**config.mk**
```make
export PLATFORM = sky130hd
export DESIGN_NAME = dm_outer_multihart
export DESIGN_NICKNAME = d
export VERILOG_FILES = /design/src/rtl/dm_outer_multihart.sv
export SDC_FILE = /design/constraint.sdc
export NUM_CORES = 1
export LEC_CHECK = 0
export ABC_AREA = 1
export BUFFER_PORTS_ARGS = -buffer_cell sky130_fd_sc_hd__buf_2
export CORE_MARGIN = 2
export CORE_UTILIZATION = 24
export CTS_BUF_LIST = sky130_fd_sc_hd__clkbuf_2
export DETAILED_ROUTE_END_ITERATION = 7
export SYNTH_ARGS = -nofsm -noshare
export SYNTH_HDL_FRONTEND = slang
export SYNTH_SLANG_ARGS = --single-unit
export TNS_END_PERCENT = 1
```
**constraint.sdc**
```tcl
create_clock -name clock -period 1.3 [get_ports clock]
set_clock_uncertainty 0.2 [all_clocks]
set_input_delay 0.065 -clock clock [delete_from_list [all_inputs] [get_ports clock]]
set_output_delay 0.065 -clock clock [all_outputs]
set_load 0.02 [all_outputs]
```
**src/rtl/dm_outer_multihart.sv**
```systemverilog
// Outer debug-module register block for multiple harts: DMCONTROL/HAWINDOW over DMI,
// per-hart halt requests, reset-halt masks and a registered hand-off to the inner domain.
module dm_outer_multihart #(
    parameter int NHARTS = 4,
    parameter int HSW    = (NHARTS > 1) ? $clog2(NHARTS) : 1
) (
    input  logic              clock,
    input  logic              reset,
    input  logic              dmi_req_valid,
    output logic              dmi_req_ready,
    input  logic              dmi_req_write,
    input  logic [6:0]        dmi_req_addr,
    input  logic [31:0]       dmi_req_data,
    output logic              dmi_rsp_valid,
    input  logic              dmi_rsp_ready,
    output logic [31:0]       dmi_rsp_data,
    output logic              ctrl_dmactive,
    input  logic              ctrl_dmactive_ack,
    output logic              inner_valid,
    input  logic              inner_ready,
    output logic [NHARTS-1:0] inner_resumereq,
    output logic [NHARTS-1:0] inner_ackhavereset,
    output logic [NHARTS-1:0] inner_hrmask,
    input  logic [NHARTS-1:0] hg_debug_int,
    output logic [NHARTS-1:0] debug_int
);
    localparam logic [6:0] ADDR_DMCONTROL = 7'h10;
    localparam logic [6:0] ADDR_HAWINDOW  = 7'h15;

    logic              dmactive, dmactive_n;
    logic              ndmreset, ndmreset_n;
    logic              hasel, hasel_n;
    logic [HSW-1:0]    hartsel, hartsel_n;
    logic [NHARTS-1:0] haltreq, haltreq_n;
    logic [NHARTS-1:0] hrmask, hrmask_n;
    logic [NHARTS-1:0] hawindow, hawindow_n;
    logic [NHARTS-1:0] resume_p, resume_p_n;
    logic [NHARTS-1:0] ack_p, ack_p_n;
    logic              ivalid, ivalid_n;
    logic              rsp_valid, rsp_valid_n;
    logic [31:0]       rsp_data, rsp_data_n;

    logic              accept;
    logic              wr_ctrl;
    logic              wr_hawindow;
    logic [HSW-1:0]    w_hartsel;
    logic [NHARTS-1:0] sel;
    logic              sel_haltreq;
    logic [31:0]       rd_data;
    logic              unused_data;

    assign unused_data = ^dmi_req_data;

    always_comb begin
        accept      = dmi_req_valid & dmi_req_ready;
        wr_ctrl     = accept & dmi_req_write & (dmi_req_addr == ADDR_DMCONTROL);
        wr_hawindow = accept & dmi_req_write & (dmi_req_addr == ADDR_HAWINDOW);
        w_hartsel   = dmi_req_data[16 +: HSW];
        sel         = '0;
        sel_haltreq = 1'b0;
        for (int unsigned i = 0; i < NHARTS; i++) begin
            sel[i] = (w_hartsel == HSW'(i)) | (dmi_req_data[26] & hawindow[i]);
            if (hartsel == HSW'(i)) sel_haltreq = haltreq[i];
        end
    end

    // Read data is captured from pre-write state at the accept edge.
    always_comb begin
        rd_data = '0;
        if (!dmi_req_write) begin
            case (dmi_req_addr)
                ADDR_DMCONTROL: begin
                    rd_data[31]          = sel_haltreq;
                    rd_data[26]          = hasel;
                    rd_data[16 +: HSW]   = hartsel;
                    rd_data[1]           = ndmreset;
                    rd_data[0]           = dmactive & ctrl_dmactive_ack;
                end
                ADDR_HAWINDOW: rd_data[NHARTS-1:0] = hawindow;
                default:       rd_data = '0;
            endcase
        end
    end

    always_comb begin
        dmactive_n  = dmactive;
        ndmreset_n  = ndmreset;
        hasel_n     = hasel;
        hartsel_n   = hartsel;
        haltreq_n   = haltreq;
        hrmask_n    = hrmask;
        hawindow_n  = hawindow;
        resume_p_n  = resume_p;
        ack_p_n     = ack_p;
        ivalid_n    = ivalid;
        rsp_valid_n = rsp_valid;
        rsp_data_n  = rsp_data;

        // Handshake clears first so a same-cycle write contributes only its own bits.
        if (ivalid && inner_ready) begin
            resume_p_n = '0;
            ack_p_n    = '0;
            ivalid_n   = 1'b0;
        end

        if (wr_hawindow) hawindow_n = dmi_req_data[NHARTS-1:0];

        if (wr_ctrl) begin
            if (!dmi_req_data[0]) begin
                dmactive_n = 1'b0;
                ndmreset_n = 1'b0;
                hasel_n    = 1'b0;
                hartsel_n  = '0;
                haltreq_n  = '0;
                hrmask_n   = '0;
                hawindow_n = '0;
                resume_p_n = '0;
                ack_p_n    = '0;
                ivalid_n   = 1'b0;
            end else if (!dmactive) begin
                dmactive_n = 1'b1;
            end else begin
                ndmreset_n = dmi_req_data[1];
                hasel_n    = dmi_req_data[26];
                hartsel_n  = w_hartsel;
                ivalid_n   = 1'b1;
                for (int unsigned i = 0; i < NHARTS; i++) begin
                    if (sel[i]) begin
                        haltreq_n[i] = dmi_req_data[31];
                        if (dmi_req_data[3]) hrmask_n[i] = 1'b1;
                        if (dmi_req_data[2]) hrmask_n[i] = 1'b0;
                        if (dmi_req_data[30] && !dmi_req_data[31]) resume_p_n[i] = 1'b1;
                        if (dmi_req_data[28]) ack_p_n[i] = 1'b1;
                    end
                end
            end
        end

        if (accept) begin
            rsp_valid_n = 1'b1;
            rsp_data_n  = rd_data;
        end else if (dmi_rsp_ready) begin
            rsp_valid_n = 1'b0;
        end
    end

    always_ff @(posedge clock or posedge reset) begin
        if (reset) begin
            dmactive  <= 1'b0;
            ndmreset  <= 1'b0;
            hasel     <= 1'b0;
            hartsel   <= '0;
            haltreq   <= '0;
            hrmask    <= '0;
            hawindow  <= '0;
            resume_p  <= '0;
            ack_p     <= '0;
            ivalid    <= 1'b0;
            rsp_valid <= 1'b0;
            rsp_data  <= '0;
        end else begin
            dmactive  <= dmactive_n;
            ndmreset  <= ndmreset_n;
            hasel     <= hasel_n;
            hartsel   <= hartsel_n;
            haltreq   <= haltreq_n;
            hrmask    <= hrmask_n;
            hawindow  <= hawindow_n;
            resume_p  <= resume_p_n;
            ack_p     <= ack_p_n;
            ivalid    <= ivalid_n;
            rsp_valid <= rsp_valid_n;
            rsp_data  <= rsp_data_n;
        end
    end

    assign dmi_req_ready      = ~rsp_valid | dmi_rsp_ready;
    assign dmi_rsp_valid      = rsp_valid;
    assign dmi_rsp_data       = rsp_data;
    assign ctrl_dmactive      = dmactive;
    assign inner_valid        = ivalid;
    assign inner_resumereq    = resume_p;
    assign inner_ackhavereset = ack_p;
    assign inner_hrmask       = hrmask;
    assign debug_int          = haltreq | hg_debug_int;

endmodule

```
## Word level (Yosys, flattened, before mapping)

Cells that the tools add are included.

| storage, ports and cells | value |
|---|---|
| memories kept | 0 |
| bits in registers | 59 |
| latch bits | 0 |
| memory bits (read-only) | 0 |
| memory bits (writable) | 0 |
| logic and storage cells | 127 |
| bits of input ports | 50 |

| cells by class | value |
|---|---|
| bitwise operators | 16 |
| shift operators | 0 |
| divide/modulo/power cells | 0 |
| reduce and logical (&&, ||, !) cells | 15 |
| equality and inequality tests | 14 |
| multiplexer cells | 64 |
| order comparisons | 0 |
| add/sub/neg operators | 0 |
| $mul | 0 |

Operators with widths:

| cell | count |
|---|---|
| $mux 4 | 15 |
| $mux 1 | 43 |
| $mux 32 | 1 |
| $reduce_and 4->1 | 4 |
| $eq 7x5->1 const B | 2 |
| $reduce_and 3->1 | 4 |
| $ne 2x1->1 const B | 5 |
| $and 1x1->1 | 9 |
| $eq 2x2->1 const B | 4 |
| $mux 2 | 4 |
| $or 1x1->1 | 5 |
| $eq 2x1->1 const B | 2 |
| $logic_not 2->1 | 2 |
| $or 4x4->4 | 1 |
| $pmux 2 s2 | 1 |
| $ne 3x1->1 const B | 1 |
| $logic_and 1x1->1 | 2 |
| $reduce_and 2->1 | 1 |
| $reduce_bool 2->1 | 1 |
| $logic_not 1->1 | 1 |
| $not 1->1 | 1 |

## Logic depth before layout (Yosys ltp)

Gate-level depths: netlist of the first run.

| depth | value |
|---|---|
| word-level depth | 8 |
| mapped depth | 8 |
| depth with buffers taken out | 8 |

## Worst setup path before layout of the first run

No wires, ideal clock.

| path | value |
|---|---|
| path kind | register to register |
| start | register rsp_valid (netlist: dmi_rsp_valid) |
| end | register haltreq[0] |
| cell stages (with the launch flop) | 7 |
| clock period less this slack | 1.554 ns |
| path slack | -0.254 ns |
| arrival | 1.233 ns |
| path buffers | 0 |
| cells stage by stage | dfrtp_1 -> nand2_2 -> nand2_4 -> nor2_8 -> nand2_4 -> o21ai_0 -> nand2_1 |

| on the way | value |
|---|---|
| longest elaborated chain between the ends | 6 |

RTL lines:

| element | RTL line | text |
|---|---|---|
| start, declared | 40 | `logic rsp_valid, rsp_valid_n;` |
| start signal, assigned | 172 | `rsp_valid <= rsp_valid_n;` |
| $not 1->1 | 177 | `assign dmi_req_ready = ~rsp_valid \| dmi_rsp_ready;` |
| $or 1x1->1 | 177 |  |
| named net dmi_req_ready | 10 | `output logic dmi_req_ready,` |
| $and 1x1->1 | 55 | `accept = dmi_req_valid & dmi_req_ready;` |
| $and 1x1->1 (2 in series) | 56 | `wr_ctrl = accept & dmi_req_write & (dmi_req_addr == ADDR_DMCONTROL);` |
| $reduce_and 3->1 (no line) | n/a |  |
| end signal, assigned | 166 | `haltreq <= haltreq_n;` |
| end, declared | 34 | `logic [NHARTS-1:0] haltreq, haltreq_n;` |

The timed path passes the listed nets, and every way through them passes these cells.
A chain may end at the register's enable or synchronous reset.

## Worst setup path after layout of the first run

| path | value |
|---|---|
| start | register rsp_valid (netlist: dmi_rsp_valid) |
| end | register hasel |

| on the way | value |
|---|---|
| longest elaborated chain between the ends | 6 |

RTL lines:

| element | RTL line | text |
|---|---|---|
| $not 1->1 | 177 |  |
| $or 1x1->1 | 177 |  |
| $and 1x1->1 | 55 |  |
| $and 1x1->1 (2 in series) | 56 |  |
| $reduce_and 2->1 (no line) | n/a |  |
| end signal, assigned | 164 | `hasel <= hasel_n;` |
| end, declared | 32 | `logic hasel, hasel_n;` |

Every way passes these cells.

==> results of run 1 <==
## what timing repair did
action                                  4_1_cts  5_1_grt
gates cloned                                  1        0
endpoints found under the setup margin       40       50
hold endpoints to repair                     70        8
hold buffers                                 16        1
setup buffers                                 4        3
gates resized for setup                      27       17
pin swaps                                     7        1
## synth_stat cells
cell      number
nor2_8         3
nand3b_4       1
nand2_2        3
clkinv_2       1
nor2_4         2
conb_1         1
inv_2          7
nand3_1       22
nor2_1        22
inv_1         23
a21oi_1        6
nand4_1        6
o21ai_0       12
nand2_1       81
a31oi_1        2
o21ai_1        4
a21oi_2        1
o22ai_1        1
buf_4         24
nor2_2         4
o21ai_2        4
nand2_4        3
buf_2          2
or2_2          4
dfrtp_1       35
## layer usage
metal  share of wire [%]  vias to the layer above  wire length (µm)
met5                   0                        -                 0
met4                 1.4                        0                76
met3                 4.7                        7               265
met2                  49                       62              2784
met1                  44                      953              2499
li1                    -                     1019                 -
## per-stage QoR
step | utilization, % | power (mW) | TNS, ps | instances | worst slack (ps)
floorplan | - | 1.462 | -3885 | 297 | -158.4
global placement | 29.70 | 1.563 | -3080 | 451 | -175.7
detailed placement | 29.70 | 1.570 | -3548 | 451 | -202.2
CTS | 33.43 | 2.122 | -4161 | 479 | -173.0
global route | 34.33 | 2.240 | -6758 | 483 | -235.6
finish | 34.33 | 2.115 | -3720 | 483 | -161.9
## registers in the layout, indices dropped and copies added, names as in the netlist
| signal | count |
|---|---|
| dmi_rsp_data | 8 |
| haltreq | 4 |
| hawindow | 4 |
| inner_ackhavereset | 4 |
| inner_hrmask | 4 |
| inner_resumereq | 4 |
| hartsel | 2 |
| ctrl_dmactive | 1 |
| dmi_rsp_valid | 1 |
| hasel | 1 |
| inner_valid | 1 |
| ndmreset | 1 |
## power by group
| group | switching [mW] | internal, mW |
|---|---|---|
| clock | 0.368 | 0.113 |
| combinational | 0.306 | 0.198 |
| sequential | 0.0174 | 1.11 |
| total | 0.691 | 1.42 |
## worst reg2reg max path, delay by kind of cell, from the launching register on
family | cells | cell delay [ps]
simple gates | 4 | 510
flops | 1 | 480
compound gates | 2 | 200
## path summary, 6_finish.rpt
| kind | from | to | slack [ps] |
|---|---|---|---|
| max | dmi_rsp_valid | hasel | -160 |
| min | dmi_rsp_ready | dmi_rsp_valid | -120 |
| max reg2reg | dmi_rsp_valid | hasel | -160 |
| min reg2reg | inner_hrmask[3] | inner_hrmask[3] | 300 |
| max in group asynchronous | reset | inner_hrmask[3] | 680 |
| min in group asynchronous | reset | dmi_rsp_data[1] | 30 |
## logic make-up (layout without fill, tap and decap cells)
group	count (synthesis)	after routing	synth area share, %
other cells	1	24	0.1786
buf+inv	57	134	14.66
compound gates	30	30	8.224
simple gates	151	152	35.22
flops	35	35	41.72
## cell type report
type / instances / area, µm² / share of cell area, %
clock buffers: 5 / 25.02 / 0.8482
well taps: 108 / 135.1 / 4.580
flip-flops and latches: 35 / 878.3 / 29.77
multi-input cells: 206 / 1082 / 36.68
inverters: 31 / 121.4 / 4.114
repair buffers: 96 / 699.4 / 23.71
clock inverters: 2 / 8.758 / 0.2969
==> run_results.csv, run 1 <==
group,metric,value,unit
outcome,outcome,"finished, violations left",
outcome,violations,"hold timing, setup timing",
sta,final_hold_viol_count,7,
synthesis,synth_top_cell_by_area,"dfrtp_1",
placed_design,placed_area,2552,µm²
synthesis,avgSynthCellArea,7.662,µm²
layout,antenna_cells,0,
floorplanning,coreArea,8593,µm²
drt,routedWlPerCell,11.65,µm
critical_path,crit_chain,"a21oi_4 > nand2_4 > nor2_8 > nand2_4 > nand2_1 > o21ai_2",
global_routing,grt_max_degree,36,
critical_path,path_max_fanout,8,
synthesis,synth_area_leaders,"dfrtp_1 (42%), nand2_1 (14%), buf_4 (8.6%), nand3_1 (5.2%), inv_1 (4.1%)",
drt,routed_wirelength,5.625,mm
layout,final_area,2950,µm²
global_routing,use_met1,15.43,%
cts,clockBufferDepth,2,
drt,vias,2041,
synthesis,ys_types,25,
drt,drt-pass1-iter-count,4,
synthesis,ys_warn_count,0,
floorplanning,die_width,97.53,µm
synthesis,ys_seq_area_share,41.72,%
layout,drive_above_1_share,33.33,%
layout,nFillCells,926,
synthesis,syn_inst,274,
global_routing,first_global_vias,2004,
critical_path,worst-r2r-cell-count,6,
placed_design,dpl.hpwl,4.285,mm
drt,vias_per_cell,4.226,
power_and_ir_drop,vdd_drop_max,0.2998,mV
critical_path,critical_path_required,1410,ps
global_routing,grt.busiest_layer,"met2",
cts,clk_pin_slew,180,ps
layout,final_cell_mix,"nand2_1 (79), buf_2 (46), dfrtp_1 (33)",
critical_path,crit_path_max_incr_delay,480,ps
floorplanning,fp.dieArea,9512,µm²
synthesis,synth_top_area_share,41.72,%
hold_path,min_path_type,"in2reg",
global_routing,grtUsageMet2,21.70,%
critical_path,cp-start-kind,"register",
critical_path,cp_num_buf_inv,0,
global_routing,grt_use_met3,2.734,%
cts,clock_tree.root_cell,"clkbuf_2",
sta,period_share,112.5,%
critical_path,crit_top_cell,"nand2_4",
power_and_ir_drop,leakage,1.657,nW
synthesis,ys_ff_latch,35,
sta,holdWs,-116.5,ps
global_routing,antenna_found_initial,0,
sta,setup_violations,31,
cts,htree_levels,2,
critical_path,end_kind,"register",
sta,worst_slack,-161.9,ps
flow_run,maxCapViolCount,0,
power_and_ir_drop,powerDensity,716.8,nW/µm²
sta,final_max_slew_viol_count,0,
hold_path,hold_depth,5,
floorplanning,num_rows,34,
placed_design,port_buffers,55,
critical_path,slowest_stage,"dfrtp_2",
critical_path,cpLargestDelayFamily,"simple AND/OR/NAND/NOR gates",
layout,fin_nets,425,
layout,final_common_cell,"nand2_1",
cts,cts_tree,"yes",
synthesis,syn_area,2100,µm²
critical_path,worst_ep_arrival_time,1580,ps
floorplanning,io_pins,102,
drt,drtIter0Drc,60,
global_routing,track_usage,12.43,%
drt,drcViolationCount,0,
layout,area.growth.synth_to_final,40.52,%
global_routing,grt_pass1_wl,9.453,mm
placed_design,place_congestion,0.8394,
sta,fin_crit,1462,ps
drt,ant_nets,0,
floorplanning,die_h,97.53,µm
critical_path,worst-setup-path-type,"reg2reg",
floorplanning,start_util,24.43,%
global_routing,grt-ovfl-total,0,
cts,insertion_delay,390,ps
critical_path,crit_cells,6,
sta,timing.fmax,684.0,MHz
cts,clock_sinks,35,
sta,rsz0062_at_grt,"true",
cts,cts_buffers,5,
Power figures use the tool's default switching activity.
==> run 2: changes to the inputs <==
--- a/config.mk
+++ b/config.mk
@@ -11,6 +11,7 @@
 export CORE_UTILIZATION = 24
 export CTS_BUF_LIST = sky130_fd_sc_hd__clkbuf_2
 export DETAILED_ROUTE_END_ITERATION = 7
+export PLACE_DENSITY = 0.57
 export SYNTH_ARGS = -nofsm -noshare
 export SYNTH_HDL_FRONTEND = slang
 export SYNTH_SLANG_ARGS = --single-unit
==> run 2 against run 1 <==
Compared with the run above:
- the flow still finishes with violations (hold timing, setup timing)
- maximum frequency is 1.3% lower
- first-iteration DRC count is 140% higher
- wire length is 1.0% lower
- combinational power is 2% lower
- final cell count is 0.21% lower
- highest routed layer unchanged
==> run_results.csv, run 2 (synthesis gave the netlist of run 1 again) <==
group,metric,value,unit
outcome,outcome,"finished, violations left",
outcome,violations,"hold timing, setup timing",
sta,setup_violations,38,
drt,drcViolationCount,0,
critical_path,crit_chain,"a21oi_4 > nand2_4 > nor2_8 > nand2_4 > o21ai_1 > nor2_1",
placed_design,place_congestion,0.8602,
drt,drtIter0Drc,141,
hold_path,hold_path_end,"dmi_rsp_valid",
power_and_ir_drop,leakage,1.658,nW
cts,cts_tree,"yes",
critical_path,worst-setup-path-type,"reg2reg",
cts,cts_buffers,5,
sta,final_max_slew_viol_count,0,
critical_path,crit_top_cell,"nand2_4",
sta,final_hold_viol_count,5,
global_routing,track_usage,12.04,%
floorplanning,start_util,24.43,%
global_routing,grt_pass1_wl,9.218,mm
floorplanning,die_h,97.53,µm
layout,drive_above_1_share,33.42,%
layout,fin_nets,423,
layout,area.growth.synth_to_final,39.39,%
power_and_ir_drop,powerDensity,730.7,nW/µm²
layout,final_cell_mix,"nand2_1 (79), buf_2 (47), dfrtp_1 (33)",
global_routing,first_global_vias,1968,
power_and_ir_drop,vdd_drop_max,0.2884,mV
floorplanning,io_pins,102,
cts,clock_sinks,35,
critical_path,path_max_fanout,5,
sta,period_share,113.9,%
cts,clockBufferDepth,2,
cts,clock_tree.root_cell,"clkbuf_2",
critical_path,crit_path_max_incr_delay,490,ps
layout,largest_reg_flops,8,
critical_path,cpLargestDelayFamily,"flip-flops",
critical_path,cp_num_buf_inv,0,
floorplanning,fp.dieArea,9512,µm²
critical_path,end_kind,"register",
global_routing,antenna_found_initial,0,
critical_path,critical_path_required,1390,ps
placed_design,dpl.hpwl,4.219,mm
global_routing,grt_max_degree,36,
layout,final_common_cell,"nand2_1",
floorplanning,num_rows,34,
cts,insertion_delay,380,ps
critical_path,cp-start-kind,"register",
cts,holdBufCountCts,16,
drt,routed_wirelength,5.568,mm
power_and_ir_drop,power.total,2.139,mW
hold_path,hold_depth,5,
placed_design,pre_cts_ws,-210.6,ps
critical_path,r2r_slack,-180,ps
hold_path,hp-start,"dmi_rsp_ready",
sta,worst_slack,-180.6,ps
global_routing,grt-ovfl-total,0,
critical_path,slowest_stage,"dfrtp_2",
layout,antenna_cells,0,
critical_path,r2r_end,"hawindow[0]",
hold_path,min_path_type,"in2reg",
sta,rsz0062_at_grt,"true",
cts,clk_pin_slew,190,ps
drt,drt-pass1-iter-count,4,
drt,vias_per_cell,4.139,
drt,vias,1995,
drt,ant_nets,0,
floorplanning,die_width,97.53,µm
cts,htree_levels,2,
flow_run,maxCapViolCount,0,
placed_design,port_buffers,55,
critical_path,r2r_start,"dmi_rsp_valid",
floorplanning,coreArea,8593,µm²
layout,final_core_util,34.06,%
critical_path,worst-r2r-cell-count,6,
sta,timing.fmax,675.4,MHz
critical_path,worst_ep_arrival_time,1570,ps
sta,holdWs,-170.8,ps
sta,fin_crit,1481,ps
drt,routedWlPerCell,11.55,µm
==> run 2: how the worst max path moves through the flow <==
stage                       start  cells after the start                    end
global placement    dmi_rsp_valid                      6  inner_ackhavereset[3]
finish              dmi_rsp_valid                      6            hawindow[0]
detailed placement  dmi_rsp_valid                      6  inner_ackhavereset[0]
CTS                    haltreq[1]                      2           debug_int[1]
floorplan           dmi_rsp_valid                      6             haltreq[0]
global route        dmi_rsp_valid                      6             hartsel[1]
==> run 2: power by group <==
part / total (mW) / leakage (nW) / internal, mW / switching (mW)
sequential: 1.13 / 0.477 / 1.11 / 0.0164
clock: 0.513 / 0.0325 / 0.124 / 0.389
combinational: 0.496 / 1.15 / 0.194 / 0.303
==> run 2: metrics by stage <==
stage / instance area, µm² / hold WS (ps) / std cells / setup TNS [ps]
CTS: 2903 / -187.4 / 482 / -4148
detailed placement: 2560 / -59.04 / 452 / -3685
global placement: 2560 / -69.27 / 452 / -3187
finish: 2927 / -170.8 / 482 / -3908
global route: 2927 / -183.9 / 482 / -6638
floorplan: 2192 / -33.33 / 297 / -3885
==> run 2: area by class of cell <==
| cell class | count | area, µm² |
|---|---|---|
| flip-flops and latches | 35 | 878.3 |
| multi-input cells | 206 | 1074 |
| inverters | 31 | 121.4 |
| clock buffers | 5 | 25.02 |
| clock inverters | 3 | 15.01 |
| well taps | 108 | 135.1 |
| fillers | 930 | 5667 |
| repair buffers | 94 | 678.2 |
==> run 2: tightest hold or removal path, delay by kind of cell <==
kind | cells | cell delay [ps]
buffers and inverters | 3 | 220
AND/OR/NAND/NOR | 2 | 110
==> run 2: per-layer routing <==
layer  vias to the layer above  share of wire [%]  track usage (%)
met4                         0               0.72            2.564
met1                       917                 45            15.49
met3                         4                4.9            2.662
met2                        59                 49            20.74
li1                       1015                  -                -
met5                         -                  0                0
==> run 2: repair_timing <==
| item | CTS | global route |
|---|---|---|
| pin swaps | 7 | 0 |
| setup endpoints to repair | 40 | 45 |
| resized for setup | 29 | 9 |
| hold endpoints to repair | 70 | 4 |
| cloned | 1 | 0 |
| buffers inserted | 5 | 0 |
==> run 3: changes to the inputs <==
--- a/config.mk
+++ b/config.mk
@@ -5,13 +5,12 @@
 export SDC_FILE = /design/constraint.sdc
 export NUM_CORES = 1
 export LEC_CHECK = 0
-export ABC_AREA = 1
 export BUFFER_PORTS_ARGS = -buffer_cell sky130_fd_sc_hd__buf_2
 export CORE_MARGIN = 2
 export CORE_UTILIZATION = 24
 export CTS_BUF_LIST = sky130_fd_sc_hd__clkbuf_2
 export DETAILED_ROUTE_END_ITERATION = 7
-export PLACE_DENSITY = 0.57
+export PLACE_DENSITY = 0.58
 export SYNTH_ARGS = -nofsm -noshare
 export SYNTH_HDL_FRONTEND = slang
 export SYNTH_SLANG_ARGS = --single-unit
==> run 3 against run 2 <==
Compared with the run above:
- the run still ends with hold timing, setup timing left
- non-clock buffer count increased by 14
- critical path depth fell by 1
- wire length decreased by 7.8%
- register-to-register slack worse by 70 ps
- first-iteration DRC count is 52% lower
- maximum frequency fell by 4.6%
- utilization rose by 3.2 points
- cell area down 2.7%
- via count fell by 11%
- sequential power hardly changed
- sequential cell count unchanged
- clock power about the same
==> run_results.csv, run 3 <==
group,metric,value,unit
outcome,outcome,"finished, violations left",
floorplanning,num_rows,32,
layout,final_common_cell,"buf_2",
sta,setup_tns,-6507,ps
placed_design,placed_area,2449,µm²
cts,clk_pin_slew,200,ps
synthesis,async_flop_share,100.0,%
power_and_ir_drop,vdd_drop_max,0.3597,mV
layout,area.growth.synth_to_final,51.33,%
drt,drcViolationCount,0,
synthesis,ys_types,43,
synthesis,avgSynthCellArea,10.34,µm²
layout,largest_reg_flops,8,
placed_design,dp.cells,367,
critical_path,slowest_stage,"dfrtp_2",
cts,cts_tree,"yes",
outcome,violations,"hold timing, setup timing",
sta,timing.fmax,644.3,MHz
layout,drive_above_1_share,42.61,%
sta,rsz0062_at_grt,"true",
synthesis,ys_seq_area_share,46.54,%
cts,holdBufCountCts,15,
placed_design,port_buffers,55,
placed_design,place_congestion,0.8308,
drt,vias_per_cell,4.532,
cts,clockBufferDepth,2,
critical_path,worst_ep_arrival_time,1680,ps
floorplanning,die_h,92.55,µm
synthesis,synth_area_leaders,"dfrtp_1 (47%), buf_4 (10%), a22o_1 (6.1%), nor2_1 (2.6%), a21oi_1 (2.4%)",
critical_path,end_kind,"register",
synthesis,synth_top_cell_by_area,"dfrtp_1",
synthesis,synth_top_family_by_area,"compound AO/OA/AOI/OAI gates",
global_routing,track_usage,12.51,%
sta,setup_violations,41,
drt,drt-pass1-iter-count,4,
synthesis,synth_top_area_share,46.54,%
global_routing,grt-ovfl-total,0,
critical_path,cp-start-kind,"register",
floorplanning,io_pins,102,
global_routing,antenna_found_initial,0,
synthesis,synthMuxAreaShare,2.793,%
sta,period_share,119.4,%
layout,final_area,2848,µm²
sta,final_hold_viol_count,1,
sta,final_max_slew_viol_count,0,
synthesis,syn_area,1882,µm²
layout,stdcell_count,393,
critical_path,crit_chain,"nand2b_4 > and4_1 > buf_6 > nand4_1 > o22ai_1",
global_routing,grt_max_degree,36,
drt,routedWlPerCell,13.06,µm
synthesis,syn_inst,182,
hold_path,min_path_type,"in2reg",
synthesis,synth-simple-area-share,17.15,%
global_routing,grt_pass1_wl,8.514,mm
global_routing,first_global_vias,1766,
floorplanning,coreArea,7647,µm²
critical_path,crit_path_max_incr_delay,460,ps
critical_path,critical_path_required,1430,ps
drt,routed_wirelength,5.131,mm
floorplanning,die_width,92.55,µm
power_and_ir_drop,leakage,1.415,nW
cts,insertion_delay,380,ps
drt,ant_nets,0,
drt,drtIter0Drc,67,
flow_run,maxCapViolCount,0,
critical_path,cpLargestDelayFamily,"simple AND/OR/NAND/NOR gates",
layout,final_cell_mix,"buf_2 (46), dfrtp_1 (34), buf_4 (25)",
critical_path,worst-setup-path-type,"reg2reg",
cts,clock_sinks,35,
floorplanning,start_util,24.61,%
synthesis,synthXorXnorAreaFrac,0,%
synthesis,synthTopCellsByCount,"dfrtp_1 (35), buf_4 (25), a22o_1 (13), nor2_1 (13), nand2_1 (10)",
cts,cts_buffers,5,
synthesis,synth_edf_count,0,
synthesis,ys_warn_count,0,
placed_design,dpl.hpwl,3.813,mm
cts,clock_tree.root_cell,"clkbuf_2",
critical_path,cp_num_buf_inv,1,
sta,worst_slack,-252.1,ps
synthesis,synth-compound-area-share,20.01,%
layout,fin_nets,340,
layout,nFillCells,781,
layout,antenna_cells,0,
synthesis,synthAdderAreaFrac,0,%
drt,vias,1781,
synthesis,synth_top_flop_cell,"dfrtp_1",
sta,holdWs,-121.0,ps
synthesis,ys_ff_latch,35,
layout,final_core_util,37.24,%
critical_path,path_max_fanout,8,
power_and_ir_drop,powerDensity,715.8,nW/µm²
synthesis,synth.most_common_cell,"dfrtp_1",
floorplanning,fp.dieArea,8566,µm²
cts,htree_levels,2,
sta,fin_crit,1552,ps
## run 3: changes by cell type after synthesis, sizes merged, moves of 3 or more
| cell | delta |
|---|---|
| nand2 | -76 |
| inv | -23 |
| nand3 | -19 |
| nor2 | -17 |
| o21ai | -17 |
| a22o | +13 |
| o211ai | +5 |
| o2bb2ai | +4 |
| buf | +3 |
| mux2i | +3 |
| o311ai | +3 |
## run 3: per-stage QoR
step | total power, mW | setup WS [ps]
3_5_place_dp | 1.470 | -275.0
6_report | 2.038 | -252.1
4_1_cts | 2.046 | -250.0
5_1_grt | 2.145 | -352.5
2_1_floorplan | 1.368 | -322.6
3_3_place_gp | 1.467 | -221.5
## run 3: final cells by class
cell class	instances	area (µm²)	area share [%]
clock buffers	7	35.03	1.230
clock inverters	1	5.005	0.1757
inverters	7	26.28	0.9227
multi-input cells	133	934.6	32.82
flip-flops and latches	35	877.1	30.80
well taps	102	127.6	4.482
repair buffers	108	842.1	29.57
## run 3: worst min-delay path, delay by kind of cell
kind	cells	cell delay (ps)
buf+inv	2	200
simple gates	2	170
## run 3: final timing paths
| path | slack (ps) | endpoint | depth (start not counted) | startpoint |
|---|---|---|---|---|
| worst max-delay path | -250 | haltreq[1] | 5 | dmi_rsp_valid |
| worst min register to register | 320 | dmi_rsp_data[17] | 1 | dmi_rsp_data[17] |
| worst max register to register | -250 | haltreq[1] | 5 | dmi_rsp_valid |
| min in group asynchronous | 30 | hasel | 4 | reset |
| max in group asynchronous | 650 | dmi_rsp_valid | 4 | reset |
| worst min-delay path | -120 | dmi_rsp_valid | 4 | dmi_rsp_ready |
## run 3: layer usage
metal	GRT usage [%]	part of all wire [%]	vias up
met3	3.255	6.8	8
met5	0	0	-
met2	19.46	47	77
met4	4.104	1.4	0
li1	-	-	841
met1	16.94	44	855
## run 3: logic make-up after synthesis
logic type / after synthesis
AO/OA/AOI/OAI: 50
buffers and inverters: 37
flip-flops: 35
multiplexers: 4
other: 1
AND/OR/NAND/NOR: 55
## run 3: power breakdown
group          leakage, nW  switching [mW]  internal [mW]  total, mW
sequential           0.443         0.00958           1.10       1.11
combinational        0.938           0.233          0.181      0.413
clock               0.0330           0.366          0.147      0.513
total                 1.41           0.609           1.43       2.04
## run 3: what timing repair did
action / in CTS / in global routing
pin swaps: 31 / 3
endpoints found under the setup margin: 41 / 44
setup buffers: 3 / 0
endpoints found under the hold margin: 64 / 1
gates resized for setup: 35 / 13
